===== config.mk =====
export PLATFORM = sky130hd
export DESIGN_NAME = serial_maj_adder
export DESIGN_NICKNAME = d
export VERILOG_FILES = /design/src/rtl/serial_maj_adder.sv
export SDC_FILE = /design/constraint.sdc
export NUM_CORES = 1
export LEC_CHECK = 0
export BUFFER_PORTS_ARGS = -buffer_cell sky130_fd_sc_hd__buf_2
export CORE_MARGIN = 1.5
export CORE_UTILIZATION = 50
export DETAILED_ROUTE_END_ITERATION = 12
export PLACE_DENSITY = 0.74
export SLEW_MARGIN = 20
export SYNTH_ARGS = -nofsm -noshare
export SYNTH_HDL_FRONTEND = slang
export SYNTH_SLANG_ARGS = --single-unit

===== constraint.sdc =====
create_clock -name clk -period 3.95 [get_ports clk]
set_clock_uncertainty 0.2 [all_clocks]
set_input_delay 0.79 -clock clk [delete_from_list [all_inputs] [get_ports clk]]
set_output_delay 0.79 -clock clk [all_outputs]
set_load 0.05 [all_outputs]

===== src/rtl/serial_maj_adder.sv =====
// Bit-serial two's-complement adder, one bit per clock LSB first; result valid WIDTH cycles after accept.
// Backpressure: result held in DONE until out_ready; in_ready only in IDLE (no same-cycle turnaround).
module serial_maj_adder #(
   parameter int WIDTH = 8
) (
   input  logic             clk,
   input  logic             rst_n,
   input  logic             in_valid,
   output logic             in_ready,
   input  logic [WIDTH-1:0] a_in,
   input  logic [WIDTH-1:0] b_in,
   input  logic             cin,
   output logic             out_valid,
   input  logic             out_ready,
   output logic [WIDTH-1:0] sum,
   output logic             cout,
   output logic             ovf,
   output logic             busy
);

   localparam int CW = $clog2(WIDTH + 1);

   typedef enum logic [1:0] {
      ST_IDLE = 2'd0,
      ST_RUN  = 2'd1,
      ST_DONE = 2'd2
   } state_t;

   state_t           r_state;
   state_t           w_next;
   logic [WIDTH-1:0] r_a;
   logic [WIDTH-1:0] r_b;
   logic [WIDTH-1:0] r_sum;
   logic [CW-1:0]    r_cnt;
   logic             r_carry;
   logic             r_cout;
   logic             r_ovf;

   logic             w_s;
   logic             w_c;
   logic             w_last;
   logic [WIDTH-1:0] w_sum_next;

   // One full-adder slice; the carry lives in r_carry between bits.
   assign w_s    = r_a[0] ^ r_b[0] ^ r_carry;
   assign w_c    = (r_a[0] & r_b[0]) | (r_a[0] & r_carry) | (r_b[0] & r_carry);
   assign w_last = (r_cnt == CW'(WIDTH - 1));

   always_comb begin
      w_sum_next            = r_sum >> 1;
      w_sum_next[WIDTH-1]   = w_s;
   end

   always_ff @(posedge clk or negedge rst_n) begin
      if (!rst_n) begin
         r_state <= ST_IDLE;
      end else begin
         r_state <= w_next;
      end
   end

   always_comb begin
      w_next = r_state;
      case (r_state)
         ST_IDLE: if (in_valid)  w_next = ST_RUN;
         ST_RUN:  if (w_last)    w_next = ST_DONE;
         ST_DONE: if (out_ready) w_next = ST_IDLE;
         default:                w_next = ST_IDLE;
      endcase
   end

   always_ff @(posedge clk or negedge rst_n) begin
      if (!rst_n) begin
         r_a     <= '0;
         r_b     <= '0;
         r_sum   <= '0;
         r_cnt   <= '0;
         r_carry <= 1'b0;
         r_cout  <= 1'b0;
         r_ovf   <= 1'b0;
      end else begin
         case (r_state)
            ST_IDLE: begin
               if (in_valid) begin
                  r_a     <= a_in;
                  r_b     <= b_in;
                  r_carry <= cin;
                  r_cnt   <= '0;
               end
            end
            ST_RUN: begin
               r_a     <= r_a >> 1;
               r_b     <= r_b >> 1;
               r_sum   <= w_sum_next;
               r_carry <= w_c;
               r_cnt   <= r_cnt + CW'(1);
               // On the MSB slice r_carry is c_(WIDTH-1) and w_c is c_WIDTH.
               if (w_last) begin
                  r_cout <= w_c;
                  r_ovf  <= r_carry ^ w_c;
               end
            end
            default: ;
         endcase
      end
   end

   assign in_ready  = (r_state == ST_IDLE);
   assign busy      = (r_state == ST_RUN);
   assign out_valid = (r_state == ST_DONE);
   assign sum       = r_sum;
   assign cout      = r_cout;
   assign ovf       = r_ovf;

endmodule


==> flow_metrics.tcl <==
set metrics [dict create \
    status "complete, no violations" \
    drc 0 \
    cts_hold_buffers 0 \
    root_buffer "clkbuf_4" \
    grt_pass1_vias 1199 \
    final-hold-violation-count 0 \
    drv_slew 0 \
    yosys_warnings 0 \
    max-clock-path-buffers 2 \
    grt_usage_pct 19.35 \
    r2r_start "r_state[1]$_DFFE_PN0P_" \
    cts_buffers 5 \
    synth_ff_type "dfrtp_1" \
    cts.clk_slew.worst_paths_ns 0.10 \
    gr-total-overflow 0 \
    clock_sinks 33 \
    cts_tree "built" \
    drt-vias-per-instance 5.361 \
    max_cap_violations 0 \
    netlist_instances 162 \
    drtIter0Drc 53 \
    synthesis.area_mm2 0.001664 \
    period_needed_ns 3.129 \
    arrival_ns 2.14 \
    postLayoutCoreUtil_pct 59.44 \
    port_buffers 33 \
    syn2layout_area_growth_pct 10.83 \
    fp.dieW_um 60.69 \
    fillCellCount 309 \
    r2r_end "r_b[4]$_DFFE_PN0P_" \
    power_density_mw_per_mm2 749.5 \
    dieArea_mm2 0.003683 \
    postCtsSetupBuffers 0 \
    row_count 20 \
    clock_latency_ns 0.33 \
    start_util_pct 53.63 \
    cts_max_level 2 \
    tns_ns 0 \
    multi_input_area_um2 728.2 \
    core_area_mm2 0.003103 \
    drt-pass1-iter-count 4 \
    io_pins 34 \
    critical_path_peak_fanout 25 \
    wirelength_mm 3.053 \
    synthTopCellsByArea "dfrtp_1, and2b_2, a22oi_1, nand2_1, a21oi_1" \
    rsz0062_at_grt "no" \
    peakVddDrop_v 0.0003608 \
    relSlewSlack_pct 48.00 \
    setup.worst_path.class "flop to output pin" \
    synth_edf_count 0 \
    antenna_found_initial 0 \
    async_reset_ff_share_pct 100.0 \
    cp-end-kind "output pin" \
    avgSynthCellArea_um2 10.27 \
    dieHeight_um 60.69 \
    seqCellArea_um2 825.8 \
    yosysTopAreaCell "dfrtp_1" \
    n_antenna_cell 0 \
    synth_top_area_share_pct 49.62 \
    dr_total_vias 1276 \
    seq_area_frac_synth_pct 49.62 \
    grt_pass1_wl_mm 5.257 \
    worst_pin_slew_ns 0.7800 \
    fin_area_mm2 0.001844 \
    synth_seq_cells 33 \
    min_path_type "flop to flop" \
    avgRoutedWirePerCell_um 12.83 \
    startpoint_type "flop" \
    gp_congestion 0.7197 \
    nNetsFinal 216 \
    crit_required_ns 2.96 \
    endpoint "busy" \
    post_cts_resized 0 \
    worstRegToRegCells 4 \
    holdWs_ns 0.2942 \
    leakagePower_nw 0.9330 \
    drive_gt1_share_pct 31.96 \
    placed_area_mm2 0.001793 \
    grt_max_degree 34 \
    startpoint "r_state[0]$_DFFE_PN0P_" \
    setup_violations 0 \
    synth_cell_types 32 \
    fin_crit_sh_pct 79.21 \
    hpwl_mm 2.095 \
    reg2reg_slack_ns 1.90 \
    max_freq_mhz 319.6 \
    synth_nets 185 \
    ant_nets 0 \
]
-- worst min path at each step --
stage               slack, ns                from            endpoint  cells after the start
CTS                      0.30  sum[5]$_DFFE_PN0P_  sum[4]$_DFFE_PN0P_                      2
finish                   0.29  sum[0]$_DFFE_PN0P_  sum[0]$_DFFE_PN0P_                      2
detailed placement       0.28  sum[4]$_DFFE_PN0P_  sum[3]$_DFFE_PN0P_                      2
floorplan                0.27  r_a[7]$_DFFE_PN0P_  r_a[7]$_DFFE_PN0P_                      2
global route             0.33  sum[3]$_DFFE_PN0P_  sum[2]$_DFFE_PN0P_                      2
global placement         0.27  sum[0]$_DFFE_PN0P_  sum[0]$_DFFE_PN0P_                      2
-- registers in the layout (all words and copies together), names as in the netlist --
name,count
r_a,8
r_b,8
sum,8
r_cnt,4
r_state,2
cout,1
ovf,1
r_carry,1
-- placed cells by master (no fill, tap or decap), types with 2 or more instances in the layout --
cell       n
a21oi_1   17
a22o_1     2
a22oi_1   15
and2b_1    2
and2b_2   15
buf_2     33
clkbuf_4   5
clkinv_2   2
dfrtp_1   33
inv_1      2
mux2_2     3
nand2_1   29
nand3_1    2
nor2_1     2
nor2b_1    2
o21ai_0    8
o21ai_1   10
-- cell usage after synthesis, types with 3 or more instances --
cell type and instances:
dfrtp_1 33, nand2_1 29, a21oi_1 17, a22oi_1 15
and2b_2 15, o21ai_1 10, o21ai_0 8, mux2_2 3
-- cells by family (layout without fill, tap and decap cells) --
kind of cell | count (synthesis) | count (layout) | synth area share, %
buffers and inverters | 13 | 45 | 6.616
adder cells (fa/ha/maj) | 2 | 2 | 1.955
multiplexers | 3 | 3 | 2.030
XOR/XNOR | 1 | 1 | 0.5264
flip-flops | 33 | 33 | 49.62
AO/OA/AOI/OAI | 56 | 56 | 20.30
AND/OR/NAND/NOR | 54 | 54 | 18.95
-- per-stage QoR --
stage | total power, mW | std cells | setup slack [ns]
after detailed placement | 1.212 | 230 | 1.207
after CTS | 1.392 | 238 | 0.8305
final | 1.382 | 238 | 0.8212
after global routing | 1.496 | 238 | 0.6726
after global placement | 1.191 | 230 | 1.254
after floorplan | 1.102 | 162 | 1.513
-- cell type report --
type | count | area share, %
clock inverters | 2 | 0.5427
multi-input cells | 116 | 39.48
inverters | 3 | 0.6106
clock buffers | 6 | 2.239
repair buffers | 34 | 9.362
flip-flops and latches | 33 | 44.78
well taps | 44 | 2.985
-- worst max-delay path: stages (launching register included) --
cell	delay [ns]
dfrtp_1	0.86
nand2b_4	0.22
inv_2	0.38
buf_2	0.34
-- layer usage --
layer,global-route usage [%],wire length [um]
met5,0,0
met4,6.211,13
met3,6.397,149
met2,30.72,1405
met1,25.24,1484
-- power breakdown --
part | total, mW | switching (mW) | internal (mW)
Combinational | 0.598 | 0.389 | 0.208
Sequential | 0.607 | 0.138 | 0.469
Clock | 0.178 | 0.110 | 0.0677
Note: power is estimated with default switching activity, not from simulation.
